$ cat src/rtl/sva_verdict_arb.sv
// Round-robin verdict arbiter: buffers one succ/fail/lazy verdict per checker and
// serializes them onto a valid/ready report channel with a gclk timestamp.
module sva_verdict_arb #(
  parameter int NCHK  = 4,
  parameter int TS_W  = 16,
  parameter int CNT_W = 16
) (
  input  logic                     gclk,
  input  logic                     grst,
  input  logic [NCHK-1:0]          chk_succ,
  input  logic [NCHK-1:0]          chk_fail,
  input  logic [NCHK-1:0]          chk_lazy,
  input  logic                     clr,
  output logic                     out_valid,
  input  logic                     out_ready,
  output logic [$clog2(NCHK)-1:0]  out_src,
  output logic [1:0]               out_kind,
  output logic [TS_W-1:0]          out_ts,
  output logic [CNT_W-1:0]         succ_cnt,
  output logic [CNT_W-1:0]         fail_cnt,
  output logic [NCHK-1:0]          ovf,
  output logic                     busy
);

  localparam int SRC_W = $clog2(NCHK);

  typedef enum logic [1:0] {
    K_NONE = 2'd0,
    K_SUCC = 2'd1,
    K_FAIL = 2'd2,
    K_LAZY = 2'd3
  } kind_e;

  logic [TS_W-1:0]  ts;
  logic [NCHK-1:0]  slot_vld;
  kind_e            slot_kind [NCHK];
  logic [TS_W-1:0]  slot_ts   [NCHK];
  logic [SRC_W-1:0] rr_ptr;

  logic             load_en;
  logic             accept;
  logic             gnt_any;
  logic [SRC_W-1:0] gnt_idx;
  logic [SRC_W-1:0] scan_idx;
  logic [SRC_W-1:0] rr_nxt;
  logic [NCHK-1:0]  gnt_oh;
  logic [NCHK-1:0]  evt;
  logic [NCHK-1:0]  ovf_set;
  kind_e            new_kind [NCHK];

  assign load_en = !out_valid || out_ready;
  assign accept  = out_valid && out_ready;
  assign busy    = (|slot_vld) || out_valid;

  // First valid slot at or above rr_ptr, wrapping modulo NCHK.
  always_comb begin
    gnt_any  = 1'b0;
    gnt_idx  = '0;
    scan_idx = '0;
    for (int unsigned k = 0; k < NCHK; k++) begin
      scan_idx = SRC_W'((32'(rr_ptr) + k) % NCHK);
      if (!gnt_any && slot_vld[scan_idx]) begin
        gnt_any = 1'b1;
        gnt_idx = scan_idx;
      end
    end
    gnt_oh = '0;
    if (load_en && gnt_any) gnt_oh[gnt_idx] = 1'b1;
    rr_nxt = (gnt_idx == SRC_W'(NCHK - 1)) ? '0 : gnt_idx + 1'b1;
  end

  // Per-checker capture: fail > succ > lazy; drops and multi-pulses flag ovf.
  always_comb begin
    for (int unsigned i = 0; i < NCHK; i++) begin
      evt[i] = chk_succ[i] | chk_fail[i] | chk_lazy[i];
      if (chk_fail[i])      new_kind[i] = K_FAIL;
      else if (chk_succ[i]) new_kind[i] = K_SUCC;
      else if (chk_lazy[i]) new_kind[i] = K_LAZY;
      else                  new_kind[i] = K_NONE;
      ovf_set[i] = (chk_succ[i] & chk_fail[i]) | (chk_succ[i] & chk_lazy[i]) |
                   (chk_fail[i] & chk_lazy[i]) |
                   (evt[i] & slot_vld[i] & ~gnt_oh[i]);
    end
  end

  always_ff @(posedge gclk or posedge grst) begin
    if (grst) begin
      ts        <= '0;
      rr_ptr    <= '0;
      out_valid <= 1'b0;
      out_src   <= '0;
      out_kind  <= K_NONE;
      out_ts    <= '0;
      succ_cnt  <= '0;
      fail_cnt  <= '0;
      ovf       <= '0;
      slot_vld  <= '0;
      for (int unsigned i = 0; i < NCHK; i++) begin
        slot_kind[i] <= K_NONE;
        slot_ts[i]   <= '0;
      end
    end else begin
      ts <= ts + 1'b1;

      if (load_en) begin
        if (gnt_any) begin
          out_valid <= 1'b1;
          out_src   <= gnt_idx;
          out_kind  <= slot_kind[gnt_idx];
          out_ts    <= slot_ts[gnt_idx];
          rr_ptr    <= rr_nxt;
        end else begin
          out_valid <= 1'b0;
        end
      end

      // A slot being granted this edge may take a fresh verdict on the same edge.
      for (int unsigned i = 0; i < NCHK; i++) begin
        if (evt[i] && (!slot_vld[i] || gnt_oh[i])) begin
          slot_vld[i]  <= 1'b1;
          slot_kind[i] <= new_kind[i];
          slot_ts[i]   <= ts;
        end else if (gnt_oh[i]) begin
          slot_vld[i] <= 1'b0;
        end
      end

      if (clr) begin
        succ_cnt <= '0;
        fail_cnt <= '0;
        ovf      <= '0;
      end else begin
        if (accept && out_kind == K_SUCC && succ_cnt != '1) succ_cnt <= succ_cnt + 1'b1;
        if (accept && out_kind == K_FAIL && fail_cnt != '1) fail_cnt <= fail_cnt + 1'b1;
        ovf <= ovf | ovf_set;
      end
    end
  end

endmodule

$ cat config.mk
export PLATFORM = sky130hd
export DESIGN_NAME = sva_verdict_arb
export DESIGN_NICKNAME = d
export VERILOG_FILES = /design/src/rtl/sva_verdict_arb.sv
export SDC_FILE = /design/constraint.sdc
export NUM_CORES = 1
export LEC_CHECK = 0
export ABC_AREA = 1
export BUFFER_PORTS_ARGS = -buffer_cell sky130_fd_sc_hd__buf_2
export CORE_ASPECT_RATIO = 0.9
export CORE_MARGIN = 2
export CORE_UTILIZATION = 45
export DETAILED_ROUTE_END_ITERATION = 10
export GPL_TIMING_DRIVEN = 0
export PLACE_DENSITY_LB_ADDON = 0.2
export SLEW_MARGIN = 5
export SYNTH_ARGS = -nofsm -noshare
export SYNTH_HDL_FRONTEND = slang
export SYNTH_SLANG_ARGS = --single-unit
$ cat constraint.sdc
create_clock -name gclk -period 5.8 [get_ports gclk]
set_input_delay 0.87 -clock gclk [delete_from_list [all_inputs] [get_ports gclk]]
set_output_delay 0.87 -clock gclk [all_outputs]
set_load 0.1 [all_outputs]
==> impl_metrics.yaml, run 1 <==
outcome:
  status: "complete, no violations"
critical_path:
  required_ns: 6.09
  critical_path.max_stage_delay_ns: 0.42
  worst_path_cell_trace: "inv_2 -> nand2_1 -> nand3_1 -> nand2_2 -> nor2_2 -> nand3_2 -> nand2_4 -> nand2_4 -> buf_6 -> buf_2 -> inv_1 -> ha_1 -> inv_1 -> o21ai_2 -> inv_2 -> nor2_2 -> inv_2 -> clkbuf_1 -> buf_2 -> nand2_1 -> o21ai_0"
  crit_path_max_fanout: 10
  cpMostUsedCell: "sky130_fd_sc_hd__inv_2"
  worst_setup_path_start_kind: "flop"
  cp-end-kind: "flop"
  critical_path.slowest_cell: "sky130_fd_sc_hd__dfrtp_1"
  rr_worst_depth: 21
  setup.reg_to_reg.worst_slack_ns: 2.25
  cp.arrival_ns: 3.84
  path_class: "flop to flop"
place:
  io_buffer_count: 73
  dpl.hpwl_um: 13700
  gp_routability_congestion: 0.854
  post-place-ws_ns: 2.27
detailed_routing:
  detail-route-antenna-nets: 0
  routed_via_density: 5.19
  route.vias.total: 6524
  routedWlPerCell_um: 15.7
  detail_route.drc_violations: 0
  detail_route.wirelength_um: 19700
  first_iteration_detailed_routing_drc_count: 426
  drt_pre_antenna_iters: 5
finish:
  ff_latch_area_um2: 3780
  layout-area-overhead-vs-synth_pct: 17.2
  num-nets-final: 1057
  diodes: 0
  drive_above_1_share_pct: 15.2
  nFillCells: 1595
  combined_area_of_the_multi_input_logic_cells_um2: 3150
  final_util_pct: 54.4
timing:
  max_slew_margin_pct: 51.1
  clock_skew_ns: 0.00902
  worstMarginPinSlew_ns: 0.733
  final.period_utilization_pct: 61.2
  setup_ws_ns: 2.25
  fmax_achieved_ghz: 0.282
  final-max-slew-violation-count: 0
  setup_viol: 0
  grt_setup_unrepaired: "false"
  hold_violations: 0
  final.min_clock_period_ns: 3.55
hold_path:
  min-delay-path-class: "flop to flop"
  holdPathStages: 2
yosys:
  synthDominantAreaCellType: "sky130_fd_sc_hd__dfrtp_1"
  syn_nets: 964
  synth-warning-count: 0
  yosys-top-cells-area: "sky130_fd_sc_hd__dfrtp_1 50%, sky130_fd_sc_hd__nand2_1 15%, sky130_fd_sc_hd__nand3_1 6.8%"
  synth-seq-cells: 151
  synth_ff_type: "sky130_fd_sc_hd__dfrtp_1"
  synth.yosys.seq_area_share_pct: 50.0
  ys_async_sr_fraction_pct: 100
  synth.distinct_cells: 42
  synthesized_cell_area_um2: 7560
  yosysTopAreaCellShare_pct: 50.0
  synth_enable_flop_cells: 0
  post_synth.cell_area_avg_um2: 8.01
  synthCells: 944
pwr:
  power.share.clock_pct: 23.8
  max_ir_drop_vdd_v: 0.000351
  cellInternalPower_w: 0.00268
  power_per_cell_area_nw_per_um2: 571
  leakage_nw: 4.55
  power.switching_fraction_pct: 46.9
  seq_power_share_pct: 27.9
  switching_power_w: 0.00238
  comb_power_share_pct: 48.3
clock_network:
  path_clk_slew_ns: 0.06
  clock_latency_ns: 0.43
  cts_made_buffers: 17
  h_tree_lvl_count: 4
  cts_root_buffer: "sky130_fd_sc_hd__clkbuf_16"
  ctsLongestPathBuffers: 2
  post_cts_resized: 0
  cts_num_sinks: 151
  cts_post_setup_buffers_inserted: 0
  cts_tree: "yes"
  ctsHoldBuffers: 0
global_route:
  first_global_vias: 6276
  grtUsageTotal_pct: 23.0
  grt_first_pass_wirelength_um: 31900
  grt_start_max_net_pins: 85
  grt_overflow: 0
  grt_antenna_before_repair: 0
die:
  floorplan_die_area_um2: 17900
  die_w_um: 141
  core_um2: 16300
  fp-row-count: 44
  initial_utilization_pct: 46.4
  ios: 74
  floorplan.die.height_um: 127
job:
  maxCapViolations: 0
## cell usage after synthesis (2+ instances only)
library cell               instances
sky130_fd_sc_hd__a211oi_1          4
sky130_fd_sc_hd__nand2_2           8
sky130_fd_sc_hd__nor2_2            4
sky130_fd_sc_hd__inv_2             8
sky130_fd_sc_hd__o21a_1            5
sky130_fd_sc_hd__nand3b_1         19
sky130_fd_sc_hd__buf_1             2
sky130_fd_sc_hd__nand2_1         304
sky130_fd_sc_hd__nand3_2           5
sky130_fd_sc_hd__nor2_1           39
sky130_fd_sc_hd__nand4_1           9
sky130_fd_sc_hd__clkbuf_1         16
sky130_fd_sc_hd__o21ai_1           7
sky130_fd_sc_hd__o211ai_1         20
sky130_fd_sc_hd__o21ai_0          33
sky130_fd_sc_hd__dfrtp_1         151
sky130_fd_sc_hd__a31oi_1           6
sky130_fd_sc_hd__a21oi_1          22
sky130_fd_sc_hd__nand3_1         103
sky130_fd_sc_hd__buf_2            10
sky130_fd_sc_hd__buf_6             9
sky130_fd_sc_hd__ha_1              4
sky130_fd_sc_hd__nand2_4           3
sky130_fd_sc_hd__xor2_1           15
sky130_fd_sc_hd__nor4_1            3
sky130_fd_sc_hd__inv_1           100
sky130_fd_sc_hd__nor3_1           20
## state kept, by name, summed over array words and instances (netlist names)
register and flops:
succ_cnt 16, rr_ptr 2, ovf 4, slot_kind 8, out_kind 2, out_src 2, ts 16, slot_ts 64
fail_cnt 16, slot_vld 4, out_ts 16, out_valid 1
## path summary, 6_finish.rpt
check                       startpoint          end
max                          rr_ptr[0]   slot_ts[1]
min                        slot_ts[35]  slot_ts[35]
max reg2reg                  rr_ptr[0]   slot_ts[1]
min reg2reg                slot_ts[35]  slot_ts[35]
max in group asynchronous         grst  slot_ts[18]
min in group asynchronous         grst  succ_cnt[0]
## cell families after synthesis
family	after synthesis	share of synthesized area, %
adder cells (fa/ha/maj)	4	0.662
AND/OR/NAND/NOR	524	31.0
flip-flops	151	50.0
AO/OA/AOI/OAI	102	8.17
XOR/XNOR	16	1.85
buffers and inverters	147	8.40
## cell type report
type,instances,area share [%]
flip-flops and latches,151,42.6
clock buffers,22,5.35
multi-input cells,646,35.5
inverters,109,4.70
clock inverters,10,1.89
plain buffers,38,2.55
well taps,207,2.92
repair buffers,74,4.43
## per-stage QoR
step	hold slack, ns	power, W	area [um2]	TNS [ns]	instances
finish	0.466	0.00506	8860	0	1257
global route	0.486	0.00537	8860	0	1257
CTS	0.466	0.00508	8860	0	1257
detailed placement	0.450	0.00387	8220	0	1225
global placement	0.447	0.00384	8190	-157.38	1224
floorplan	0.433	0.00324	7560	0	944
## worst max-delay path: cells and delay by family (launching register included)
family	cells	cell delay [ns]
flops	1	0.42
simple gates	9	1.17
buf+inv	9	1.30
fa+ha+maj	1	0.19
compound gates	2	0.30
## cells in the final DEF, fill, tap and decap left out, types with 2 or more instances in the layout
| master | n |
|---|---|
| sky130_fd_sc_hd__nand2_1 | 304 |
| sky130_fd_sc_hd__dfrtp_1 | 151 |
| sky130_fd_sc_hd__nand3_1 | 103 |
| sky130_fd_sc_hd__inv_1 | 99 |
| sky130_fd_sc_hd__buf_2 | 83 |
| sky130_fd_sc_hd__nor2_1 | 39 |
| sky130_fd_sc_hd__o21ai_0 | 33 |
| sky130_fd_sc_hd__a21oi_1 | 22 |
| sky130_fd_sc_hd__nor3_1 | 20 |
| sky130_fd_sc_hd__o211ai_1 | 20 |
| sky130_fd_sc_hd__nand3b_1 | 19 |
| sky130_fd_sc_hd__clkbuf_1 | 18 |
| sky130_fd_sc_hd__clkbuf_16 | 17 |
| sky130_fd_sc_hd__xor2_1 | 15 |
| sky130_fd_sc_hd__buf_6 | 9 |
| sky130_fd_sc_hd__nand4_1 | 9 |
| sky130_fd_sc_hd__inv_2 | 8 |
| sky130_fd_sc_hd__nand2_2 | 8 |
| sky130_fd_sc_hd__o21ai_1 | 7 |
| sky130_fd_sc_hd__a31oi_1 | 6 |
| sky130_fd_sc_hd__nand3_2 | 5 |
| sky130_fd_sc_hd__o21a_1 | 5 |
| sky130_fd_sc_hd__nor2_2 | 4 |
| sky130_fd_sc_hd__a211oi_1 | 4 |
| sky130_fd_sc_hd__ha_1 | 4 |
| sky130_fd_sc_hd__bufinv_16 | 4 |
| sky130_fd_sc_hd__clkinvlp_4 | 4 |
| sky130_fd_sc_hd__nand2_4 | 3 |
| sky130_fd_sc_hd__nor4_1 | 3 |
| sky130_fd_sc_hd__clkbuf_8 | 3 |
| sky130_fd_sc_hd__buf_1 | 2 |
## power by group through the flow
stage	registers [W]	clock network, W	logic, W
after floorplan	0.00189	0	0.00136
after global placement	0.00143	0	0.00242
after detailed placement	0.00143	0	0.00244
after CTS	0.00141	0.00122	0.00245
after global routing	0.00144	0.00126	0.00267
final	0.00141	0.00120	0.00245
## per-layer routing
layer	share of wire, %	vias up	track usage, %
met4	2.0	0	8.24
met1	46	3080	31.0
met3	5.1	32	4.27
met5	0	-	0
met2	47	168	37.5
li1	-	3244	-
(Power assumes the default switching activity.)
==> inputs of run 2 (changes only) <==
==> constraint.sdc (replaced) <==
create_clock -name gclk -period 2.9 [get_ports gclk]
set_input_delay 0.435 -clock gclk [delete_from_list [all_inputs] [get_ports gclk]]
set_output_delay 0.435 -clock gclk [all_outputs]
set_load 0.1 [all_outputs]
==> run 2 against run 1 <==
  * First-iteration DRC count is 21% higher
  * Utilization grew 1.0 points
  * Sequential power increased by 100%
  * Design area increased by 1.9%
  * Worst hold slack worse by 0.35 ns
  * Die area unchanged
  * Setup slack worse by 2.1 ns
  * Clock skew grew 0.0024 ns
  * Register-to-register slack worse by 2.1 ns
  * Via count grew 1.3%
  * Largest cell class unchanged
  * Highest routed layer unchanged
==> impl_metrics.yaml, run 2 (synthesis results as in run 1) <==
critical_path:
  regToRegEndpoint: "slot_ts[1]"
  rr_worst_depth: 20
  reg2reg_from: "rr_ptr[0]"
  cp.arrival_ns: 3.03
  worst_setup_path_start_kind: "flop"
  cp-end-kind: "flop"
  path_class: "flop to flop"
  required_ns: 3.20
  setup.worst_path.start: "rr_ptr[0]"
  crit_path_max_fanout: 10
  setup.reg_to_reg.worst_slack_ns: 0.17
global_route:
  grt_antenna_before_repair: 0
  grt_util_met3_pct: 4.87
  grt.met2_usage_pct: 38.0
  grt_start_max_net_pins: 40
  grt_first_pass_wirelength_um: 33000
  first_global_vias: 6289
  grt_overflow: 0
  grtUsageTotal_pct: 23.8
  met1_usage_pct: 32.8
  grt_most_used_layer: "met2"
finish:
  drive_above_1_share_pct: 16.7
  final_cell_mix: "304 x sky130_fd_sc_hd__nand2_1, 150 x sky130_fd_sc_hd__dfrtp_1, 103 x sky130_fd_sc_hd__nand3_1"
  final-instance-count-excl-fill: 1269
  num-nets-final: 1069
  largest_register_by_flop_count: "slot_ts"
  nFillCells: 1530
  largest_register_ff_count: 64
  layout-area-overhead-vs-synth_pct: 19.4
  diodes: 0
  most_common_cell_after_layout_fill_and_taps_aside: "sky130_fd_sc_hd__nand2_1"
detailed_routing:
  detail-route-antenna-nets: 0
  routed_via_density: 5.21
  detail_route.drc_violations: 0
  detail_route.wirelength_um: 20100
  drt_pre_antenna_iters: 6
  route.vias.total: 6607
  first_iteration_detailed_routing_drc_count: 516
  routedWlPerCell_um: 15.9
die:
  ios: 74
  initial_utilization_pct: 46.4
  fp-row-count: 44
  floorplan.die.height_um: 127
  die_w_um: 141
  core_um2: 16300
  floorplan_die_area_um2: 17900
timing:
  worstMarginPinSlew_ns: 0.705
  fmax_achieved_ghz: 0.367
  hold_violations: 0
  final.min_clock_period_ns: 2.73
  hold-worst-slack_ns: 0.112
  grt_setup_unrepaired: "false"
  clock_skew_ns: 0.0115
  final.period_utilization_pct: 94.0
  setup_ws_ns: 0.173
  final-max-slew-violation-count: 0
  setup_viol: 0
  max_slew_margin_pct: 52.7
pwr:
  finalPower_w: 0.0103
  max_ir_drop_vdd_v: 0.000588
  leakage_nw: 4.63
  power_per_cell_area_nw_per_um2: 1150
clock_network:
  h_tree_lvl_count: 4
  clock_latency_ns: 0.43
  cts_made_buffers: 17
  cts_tree: "yes"
  cts_root_buffer: "sky130_fd_sc_hd__clkbuf_16"
  path_clk_slew_ns: 0.07
  ctsLongestPathBuffers: 2
  cts_num_sinks: 151
place:
  post-place-ws_ns: -0.625
  dp.cells: 1228
  gp_routability_congestion: 0.900
  dpl.hpwl_um: 14200
  io_buffer_count: 73
hold_path:
  min-delay-path-class: "primary input to async pin"
job:
  maxCapViolations: 0
outcome:
  status: "complete, no violations"
run 2: power breakdown:
group / leakage, nW / total [W] / switching (W) / internal [W]
sequential: 1.97 / 0.00283 / 0.000269 / 0.00256
combinational: 2.35 / 0.00511 / 0.00365 / 0.00147
clock: 0.307 / 0.00240 / 0.000928 / 0.00147
total: 4.63 / 0.0103 / 0.00484 / 0.00550
run 2: worst max-delay path, cell delays in order (launching register included):
cell	delay, ns
sky130_fd_sc_hd__dfrtp_2	0.44
sky130_fd_sc_hd__clkinvlp_4	0.14
sky130_fd_sc_hd__buf_4	0.14
sky130_fd_sc_hd__nand2_1	0.04
sky130_fd_sc_hd__nand2_1	0.05
sky130_fd_sc_hd__nand2_1	0.06
sky130_fd_sc_hd__nand2_1	0.06
sky130_fd_sc_hd__nor2_2	0.14
sky130_fd_sc_hd__nand3b_1	0.16
sky130_fd_sc_hd__nand3_4	0.14
sky130_fd_sc_hd__buf_6	0.16
sky130_fd_sc_hd__ha_1	0.18
sky130_fd_sc_hd__inv_1	0.06
sky130_fd_sc_hd__o21ai_2	0.17
sky130_fd_sc_hd__inv_2	0.08
sky130_fd_sc_hd__nor2_4	0.12
sky130_fd_sc_hd__inv_2	0.05
sky130_fd_sc_hd__buf_6	0.14
sky130_fd_sc_hd__buf_6	0.15
sky130_fd_sc_hd__nand2_1	0.06
sky130_fd_sc_hd__o21ai_0	0.07
run 2: how the worst max path moves through the flow:
stage          cells after the start  slack (ns)    endpoint
6_report                          20        0.17  slot_ts[1]
4_1_cts                           18        0.03  slot_ts[1]
5_1_grt                           20       0.002  slot_ts[0]
3_3_place_gp                      21       -0.61  slot_ts[4]
2_1_floorplan                     21        0.15  slot_ts[0]
3_5_place_dp                      21       -0.62  slot_ts[1]
run 2: area by class of cell:
class / count / area (um2) / share of cell area (%)
Inverter: 109 / 413 / 4.57
Buffer: 37 / 251 / 2.79
Tap cell: 207 / 259 / 2.87
Timing Repair Buffer: 86 / 520 / 5.76
Clock inverter: 14 / 198 / 2.19
Multi-Input combinational cell: 646 / 3160 / 35.0
Clock buffer: 18 / 439 / 4.86
Timing Repair inverter: 1 / 7.51 / 0.0831
Sequential cell: 151 / 3780 / 41.9
run 2: repair_timing:
action,CTS,global route
pin swaps,3,4
gates cloned,0,1
endpoints found under the setup margin,16,16
setup buffers,3,6
hold buffers,0,0
resized for setup,5,13
run 2: stage by stage:
| stage | setup TNS [ns] | util [%] | instance area, um2 |
|---|---|---|---|
| after floorplan | 0 | - | 7570 |
| after global placement | -80.76 | 50.3 | 8190 |
| after detailed placement | -8.09 | 50.8 | 8280 |
| after CTS | 0 | 54.9 | 8950 |
| after global routing | 0 | 55.4 | 9030 |
| final | 0 | 55.4 | 9030 |
run 2: metal layers:
layer  share of wire [%]  vias up
met5                   0        -
met2                  46      196
met4                 2.1        0
li1                    -     3261
met1                  46     3119
met3                 5.8       31
